`config.mk`:
```
export PLATFORM = sky130hd
export DESIGN_NAME = dmem_arbiter_flat
export DESIGN_NICKNAME = d
export VERILOG_FILES = /design/src/rtl/dmem_arbiter_if.sv /design/src/rtl/dmem_arbiter.sv /design/src/flat_wrapper.sv
export SDC_FILE = /design/constraint.sdc
export NUM_CORES = 1
export LEC_CHECK = 0
export CAP_MARGIN = 40
export CELL_PAD_IN_SITES_DETAIL_PLACEMENT = 0
export CELL_PAD_IN_SITES_GLOBAL_PLACEMENT = 1
export CORE_MARGIN = 5
export CORE_UTILIZATION = 36
export DETAILED_ROUTE_END_ITERATION = 10
export PLACE_DENSITY_LB_ADDON = 0.1
export SLEW_MARGIN = 5
export SYNTH_ARGS = -nofsm -noshare
export SYNTH_HDL_FRONTEND = slang
export SYNTH_SLANG_ARGS = --single-unit
```
`constraint.sdc`:
```
create_clock -name clk -period 5.6 [get_ports clk]
set_input_delay 0.56 -clock clk [delete_from_list [all_inputs] [get_ports clk]]
set_output_delay 0.56 -clock clk [all_outputs]
set_load 0.005 [all_outputs]
```
`src/rtl/dmem_arbiter_if.sv`:
```
// Bus bundle between the requesters, the data-memory arbiter and the memory.
// slave: arbiter view; master: requester/memory (testbench) view.
interface dmem_arbiter_if;
    logic        req0_valid;
    logic        req0_write;
    logic [31:0] req0_address;
    logic [31:0] req0_wdata;
    logic [3:0]  req0_byte_en;
    logic        req0_ready;
    logic        resp0_valid;
    logic [31:0] resp0_rdata;
    logic        resp0_err;

    logic        req1_valid;
    logic        req1_write;
    logic [31:0] req1_address;
    logic [31:0] req1_wdata;
    logic [3:0]  req1_byte_en;
    logic        req1_ready;
    logic        resp1_valid;
    logic [31:0] resp1_rdata;
    logic        resp1_err;

    logic        mem_read;
    logic        mem_write;
    logic [31:0] mem_address;
    logic [31:0] mem_write_data;
    logic [31:0] mem_read_data;

    modport slave (
        input  req0_valid, req0_write, req0_address, req0_wdata, req0_byte_en,
        output req0_ready, resp0_valid, resp0_rdata, resp0_err,
        input  req1_valid, req1_write, req1_address, req1_wdata, req1_byte_en,
        output req1_ready, resp1_valid, resp1_rdata, resp1_err,
        output mem_read, mem_write, mem_address, mem_write_data,
        input  mem_read_data
    );

    modport master (
        output req0_valid, req0_write, req0_address, req0_wdata, req0_byte_en,
        input  req0_ready, resp0_valid, resp0_rdata, resp0_err,
        output req1_valid, req1_write, req1_address, req1_wdata, req1_byte_en,
        input  req1_ready, resp1_valid, resp1_rdata, resp1_err,
        input  mem_read, mem_write, mem_address, mem_write_data,
        output mem_read_data
    );
endinterface

```
`src/rtl/dmem_arbiter.sv`:
```
// Two-port round-robin arbiter and access sequencer for a single-port
// word memory: loads, full stores, read-modify-write sub-word stores and
// out-of-range rejection.
// Ports: clk, reset (sync, active-high), bus (dmem_arbiter_if.slave):
//   req0/req1 valid/ready request channels, resp0/resp1 completion pulses,
//   mem_* strobes toward the memory (read data valid one cycle after read).
module dmem_arbiter #(
    parameter int MEM_WORDS  = 1024,
    parameter bit FIXED_PRIO = 1'b0
) (
    input logic           clk,
    input logic           reset,
    dmem_arbiter_if.slave bus
);

    typedef enum logic [2:0] {IDLE, RD, RD_CAP, WR, RESP} state_t;

    localparam logic [31:0] LP_WORDS = 32'(MEM_WORDS);

    state_t      r_state;
    logic        r_prio;
    logic        r_id;
    logic        r_write;
    logic [31:0] r_addr;
    logic [31:0] r_wdata;
    logic [3:0]  r_be;
    logic        r_mem_read;
    logic        r_mem_write;
    logic [31:0] r_mem_addr;
    logic [31:0] r_mem_wdata;
    logic        r_rv0;
    logic        r_rv1;
    logic        r_err;
    logic [31:0] r_rdata;

    logic        w_idle;
    logic        w_gnt0;
    logic        w_gnt1;
    logic        w_write;
    logic [31:0] w_addr;
    logic [31:0] w_wdata;
    logic [3:0]  w_be;
    logic        w_oob;
    logic [31:0] w_mask;
    logic [31:0] w_merge;

    // r_prio = 1 favours requester 1 on a tie.
    assign w_idle = (r_state == IDLE) && !reset;
    assign w_gnt0 = w_idle && bus.req0_valid &&
                    (!bus.req1_valid || FIXED_PRIO || !r_prio);
    assign w_gnt1 = w_idle && bus.req1_valid && !w_gnt0;

    assign w_write = w_gnt1 ? bus.req1_write   : bus.req0_write;
    assign w_addr  = w_gnt1 ? bus.req1_address : bus.req0_address;
    assign w_wdata = w_gnt1 ? bus.req1_wdata   : bus.req0_wdata;
    assign w_be    = w_gnt1 ? bus.req1_byte_en : bus.req0_byte_en;
    assign w_oob   = (w_addr >> 2) >= LP_WORDS;

    // Store lanes from the request, remaining lanes from the read word.
    assign w_mask  = {{8{r_be[3]}}, {8{r_be[2]}},
                      {8{r_be[1]}}, {8{r_be[0]}}};
    assign w_merge = (r_wdata & w_mask) | (bus.mem_read_data & ~w_mask);

    assign bus.req0_ready     = w_gnt0;
    assign bus.req1_ready     = w_gnt1;
    assign bus.resp0_valid    = r_rv0;
    assign bus.resp1_valid    = r_rv1;
    assign bus.resp0_rdata    = r_rv0 ? r_rdata : 32'h0;
    assign bus.resp1_rdata    = r_rv1 ? r_rdata : 32'h0;
    assign bus.resp0_err      = r_rv0 & r_err;
    assign bus.resp1_err      = r_rv1 & r_err;
    assign bus.mem_read       = r_mem_read;
    assign bus.mem_write      = r_mem_write;
    assign bus.mem_address    = r_mem_addr;
    assign bus.mem_write_data = r_mem_wdata;

    always_ff @(posedge clk) begin
        if (reset) begin
            r_state     <= IDLE;
            r_prio      <= 1'b0;
            r_id        <= 1'b0;
            r_write     <= 1'b0;
            r_addr      <= 32'h0;
            r_wdata     <= 32'h0;
            r_be        <= 4'h0;
            r_mem_read  <= 1'b0;
            r_mem_write <= 1'b0;
            r_mem_addr  <= 32'h0;
            r_mem_wdata <= 32'h0;
            r_rv0       <= 1'b0;
            r_rv1       <= 1'b0;
            r_err       <= 1'b0;
            r_rdata     <= 32'h0;
        end else begin
            unique case (r_state)
                IDLE: begin
                    if (w_gnt0 || w_gnt1) begin
                        r_prio  <= w_gnt0;
                        r_id    <= w_gnt1;
                        r_write <= w_write;
                        r_addr  <= w_addr & 32'hFFFF_FFFC;
                        r_wdata <= w_wdata;
                        r_be    <= w_be;
                        if (w_oob) begin
                            r_state <= RESP;
                            r_err   <= 1'b1;
                            r_rdata <= 32'h0;
                            r_rv0   <= w_gnt0;
                            r_rv1   <= w_gnt1;
                        end else if (!w_write || (w_be != 4'hF && w_be != 4'h0)) begin
                            // Loads and partial stores both start with a read.
                            r_state    <= RD;
                            r_mem_read <= 1'b1;
                            r_mem_addr <= w_addr & 32'hFFFF_FFFC;
                        end else if (w_be == 4'hF) begin
                            r_state     <= WR;
                            r_mem_write <= 1'b1;
                            r_mem_addr  <= w_addr & 32'hFFFF_FFFC;
                            r_mem_wdata <= w_wdata;
                        end else begin
                            r_state <= RESP;
                            r_err   <= 1'b0;
                            r_rdata <= 32'h0;
                            r_rv0   <= w_gnt0;
                            r_rv1   <= w_gnt1;
                        end
                    end
                end
                RD: begin
                    r_state    <= RD_CAP;
                    r_mem_read <= 1'b0;
                    r_mem_addr <= 32'h0;
                end
                RD_CAP: begin
                    if (r_write) begin
                        r_state     <= WR;
                        r_mem_write <= 1'b1;
                        r_mem_addr  <= r_addr;
                        r_mem_wdata <= w_merge;
                    end else begin
                        r_state <= RESP;
                        r_err   <= 1'b0;
                        r_rdata <= bus.mem_read_data;
                        r_rv0   <= !r_id;
                        r_rv1   <= r_id;
                    end
                end
                WR: begin
                    r_state     <= RESP;
                    r_mem_write <= 1'b0;
                    r_mem_addr  <= 32'h0;
                    r_mem_wdata <= 32'h0;
                    r_err       <= 1'b0;
                    r_rdata     <= r_mem_wdata;
                    r_rv0       <= !r_id;
                    r_rv1       <= r_id;
                end
                RESP: begin
                    r_state <= IDLE;
                    r_rv0   <= 1'b0;
                    r_rv1   <= 1'b0;
                    r_err   <= 1'b0;
                    r_rdata <= 32'h0;
                end
                default: r_state <= IDLE;
            endcase
        end
    end

endmodule
```
`src/flat_wrapper.sv`:
```
// flat-port wrapper written by rule: the top's interface ports become plain ports
module dmem_arbiter_flat 
#(
    parameter int MEM_WORDS  = 1024,
    parameter bit FIXED_PRIO = 1'b0
)
  (clk, reset, bus_req0_valid, bus_req0_write, bus_req0_address, bus_req0_wdata, bus_req0_byte_en, bus_req0_ready, bus_resp0_valid, bus_resp0_rdata, bus_resp0_err, bus_req1_valid, bus_req1_write, bus_req1_address, bus_req1_wdata, bus_req1_byte_en, bus_req1_ready, bus_resp1_valid, bus_resp1_rdata, bus_resp1_err, bus_mem_read, bus_mem_write, bus_mem_address, bus_mem_write_data, bus_mem_read_data);
  dmem_arbiter_if bus_i ();
  input logic clk;
  input logic reset;
  input wire logic [$bits(bus_i.req0_valid)-1:0] bus_req0_valid;
  input wire logic [$bits(bus_i.req0_write)-1:0] bus_req0_write;
  input wire logic [$bits(bus_i.req0_address)-1:0] bus_req0_address;
  input wire logic [$bits(bus_i.req0_wdata)-1:0] bus_req0_wdata;
  input wire logic [$bits(bus_i.req0_byte_en)-1:0] bus_req0_byte_en;
  output wire logic [$bits(bus_i.req0_ready)-1:0] bus_req0_ready;
  output wire logic [$bits(bus_i.resp0_valid)-1:0] bus_resp0_valid;
  output wire logic [$bits(bus_i.resp0_rdata)-1:0] bus_resp0_rdata;
  output wire logic [$bits(bus_i.resp0_err)-1:0] bus_resp0_err;
  input wire logic [$bits(bus_i.req1_valid)-1:0] bus_req1_valid;
  input wire logic [$bits(bus_i.req1_write)-1:0] bus_req1_write;
  input wire logic [$bits(bus_i.req1_address)-1:0] bus_req1_address;
  input wire logic [$bits(bus_i.req1_wdata)-1:0] bus_req1_wdata;
  input wire logic [$bits(bus_i.req1_byte_en)-1:0] bus_req1_byte_en;
  output wire logic [$bits(bus_i.req1_ready)-1:0] bus_req1_ready;
  output wire logic [$bits(bus_i.resp1_valid)-1:0] bus_resp1_valid;
  output wire logic [$bits(bus_i.resp1_rdata)-1:0] bus_resp1_rdata;
  output wire logic [$bits(bus_i.resp1_err)-1:0] bus_resp1_err;
  output wire logic [$bits(bus_i.mem_read)-1:0] bus_mem_read;
  output wire logic [$bits(bus_i.mem_write)-1:0] bus_mem_write;
  output wire logic [$bits(bus_i.mem_address)-1:0] bus_mem_address;
  output wire logic [$bits(bus_i.mem_write_data)-1:0] bus_mem_write_data;
  input wire logic [$bits(bus_i.mem_read_data)-1:0] bus_mem_read_data;
  assign bus_i.req0_valid = bus_req0_valid;
  assign bus_i.req0_write = bus_req0_write;
  assign bus_i.req0_address = bus_req0_address;
  assign bus_i.req0_wdata = bus_req0_wdata;
  assign bus_i.req0_byte_en = bus_req0_byte_en;
  assign bus_req0_ready = bus_i.req0_ready;
  assign bus_resp0_valid = bus_i.resp0_valid;
  assign bus_resp0_rdata = bus_i.resp0_rdata;
  assign bus_resp0_err = bus_i.resp0_err;
  assign bus_i.req1_valid = bus_req1_valid;
  assign bus_i.req1_write = bus_req1_write;
  assign bus_i.req1_address = bus_req1_address;
  assign bus_i.req1_wdata = bus_req1_wdata;
  assign bus_i.req1_byte_en = bus_req1_byte_en;
  assign bus_req1_ready = bus_i.req1_ready;
  assign bus_resp1_valid = bus_i.resp1_valid;
  assign bus_resp1_rdata = bus_i.resp1_rdata;
  assign bus_resp1_err = bus_i.resp1_err;
  assign bus_mem_read = bus_i.mem_read;
  assign bus_mem_write = bus_i.mem_write;
  assign bus_mem_address = bus_i.mem_address;
  assign bus_mem_write_data = bus_i.mem_write_data;
  assign bus_i.mem_read_data = bus_mem_read_data;
  dmem_arbiter #(.MEM_WORDS(MEM_WORDS), .FIXED_PRIO(FIXED_PRIO)) u_core (.clk(clk), .reset(reset), .bus(bus_i));
endmodule
```
==> metrics <==
Hold WC Path Type=reg -> reg; synthesis-stage register bit count=171; worst slew pin tran=0.8468 ns; largest net degree at the start of global routing=slightly below 60; NumNets Final=~1400; clk_skew=0.01398 ns; GRT overflow=0; post-synthesis cell area=just under 9000 µm²; Setup crit end kind=flip-flop; first-pass GRT wire length=47.26 mm; f_max=0.3110 GHz; Worst Reg2Reg Path Length in Cells=9; final setup vio count=0; number of global-route vias before repair=slightly above 8000; area leader, netlist=dfxtp_1; # Max-Cap Violations=0; antenna violations before repair=0; Worst EP required=about 6.0 ns; setup_tns=0 ns; Yosys top cell area share=0.3917; CTS Hold Bufs=0; Die Ht=165.8 µm; Lkg Pwr=between 4 and 5 nW; GRT Util Overall=0.2117; critical path class=in -> reg; hold path cells=2; RSZ-0062 raised after global routing=false; Arrival @ worst endpoint=~3.6 ns; Final Hold Fails=0; synth warn=0; synth top area cells=dfxtp_1 (39%), mux2i_1 (15%), a211oi_1 (5.3%); Seq/Total Area, Yosys=0.3917; CTS max path bufs=2; Post CTS Setup Buffer Count=0; CTS buffer count=17; via count=8220; Sink Count=171; Finished Cell Area=12640 µm²; dpl cell area=12000 µm²; placed insts=around 1500; Worst-path clk slew=0.07 ns; Post-synth ARST share=0; setup slack, reg-to-reg=2.46 ns; fillcell total=2368; Die X=165.8 µm; most common cell in the netlist=dfxtp_1; syn avg cell area=8.891 µm²; share of cells above drive strength 1=0.08434; Yosys cell types=46; H-tree levels=4; Post-Syn Instances=983; max-slew violations=0; Starting Density=0.3626; PortBufs=303; CTS tree=yes; crit path time final=3.215 ns; fin crit share=0.5741; # DRC=0; Startpoint Class=input port; VDD IR max=185.7 µV; synth cell count leaders=dfxtp_1 (171), mux2i_1 (127), nor2_1 (112), nand2_1 (86), and2_1 (66); TritonRoute pass-1 iters=5; top_reg_cell synth=dfxtp_1; ant diodes=0; number of synthesized flops with an enable pin=0; initial DRC count=between 400 and 500; power density over the cells=around 240 nW/µm²; WL/cell=19.24 µm; I/O pins=310; Worst slew margin=0.4341; CORE AREA=24110 µm²; Non-Filler Instances=about 1600; clk_lat worst skew=0.43 ns; routability cong.=0.7937; post-cts resize count=0; Final HPWL DP=20.99 mm; outcome=finished, final reports clean; via/cell ratio=between 5 and 6; Final ANT Viol Nets=0; Post-Route WL=30.19 mm; Max FO, Critical Path=between 50 and 60; CTS root buf=clkbuf_16; Row Count=57; P&R area growth vs syn=44.64%; Die ar.=27490 µm²
==> critical path, stage by stage <==
cell and delay (ns):
buf_4 0.54, nor2b_1 0.20, nand3_4 0.38, inv_2 0.16, nor3_2 0.43, o21ai_2 0.17, a221oi_4 0.43, buf_8 0.22
buf_12 0.22, mux2i_1 0.20
==> where the power goes <==
part / switching (mW) / total, mW / internal, mW
logic: 0.189 / 0.415 / 0.227
clock network: 0.548 / 1.27 / 0.727
registers: 0.0422 / 1.31 / 1.26
==> flip-flops by register name (all words and copies together) (netlist names) <==
signal / count
u_core.r_state: 3
u_core.bus.mem_write: 1
u_core.bus.mem_read: 1
u_core.r_wdata: 32
u_core.bus.resp1_valid: 1
u_core.r_rdata: 32
u_core.bus.mem_address: 30
u_core.bus.mem_write_data: 32
u_core.r_err: 1
u_core.r_be: 4
u_core.r_prio: 1
u_core.r_id: 1
u_core.bus.resp0_valid: 1
u_core.r_write: 1
u_core.r_addr: 30
==> final timing paths <==
check                                        start                  to
worst min register to register  u_core.r_rdata[22]  u_core.r_rdata[22]
worst max register to register   u_core.r_state[2]  u_core.r_rdata[14]
worst min-delay path            u_core.r_rdata[22]  u_core.r_rdata[22]
worst max-delay path                         reset  u_core.r_rdata[14]
==> metal layers <==
layer	routed length, µm	track usage	vias to the layer above	share of wire
met5	0	0	-	0
met4	354	0.05129	0	0.012
met3	1648	0.05451	22	0.055
met2	14300	0.3501	237	0.47
met1	13890	0.2781	3894	0.46
li1	-	-	4067	-
==> area by class of cell <==
class                   count  area, µm²  area share
multi-input cells         715       4911      0.3885
flip-flops and latches    171       3425      0.2709
repair buffers            324       3263      0.2581
clock buffers              19      442.9     0.03504
well taps                 324      405.4     0.03207
clock inverters            13      182.7     0.01445
inverters                   3      11.26   0.0008908
==> stage by stage <==
stage                     hold WS (ns)  worst slack (ns)    util  total power [mW]
after floorplan                 0.4418             3.279       -             1.553
after global placement          0.4490             1.689  0.4943             1.739
after detailed placement        0.4538             1.655  0.4978             1.747
after CTS                       0.4709             2.115  0.5238             3.021
after global routing            0.4827             2.210  0.5244             3.118
final                           0.4661             2.385  0.5244             2.995
==> cell families (layout without fill, tap and decap cells) <==
family,count (synthesis),count (layout),synth area share
compound gates,190,190,0.1665
buf+inv,98,359,0.05340
flops,171,171,0.3917
mux,163,163,0.1918
other cells,1,2,0.0004291
simple gates,360,360,0.1961
==> cells in the final DEF (no fill, tap or decap), types with 4 or more instances in the layout <==
| cell | synthesis | final |
|---|---|---|
| clkdlybuf4s50_1 | 0 | 302 |
| dfxtp_1 | 171 | 170 |
| mux2i_1 | 127 | 127 |
| nor2_1 | 112 | 108 |
| nand2_1 | 86 | 86 |
| and2_1 | 66 | 66 |
| a211oi_1 | 62 | 62 |
| nor3_1 | 60 | 60 |
| mux2_2 | 34 | 34 |
| o22ai_1 | 32 | 32 |
| a22o_1 | 31 | 31 |
| a221oi_1 | 30 | 30 |
| clkbuf_16 | 0 | 17 |
| buf_4 | 5 | 16 |
| nor4_1 | 13 | 13 |
| a21oi_1 | 10 | 9 |
| a311oi_1 | 6 | 6 |
| nand2b_1 | 4 | 4 |
| nand3_1 | 5 | 4 |
| o21ai_0 | 4 | 4 |
| inv_6 | 0 | 4 |
No activity file was read; power rests on OpenSTA's default activity.
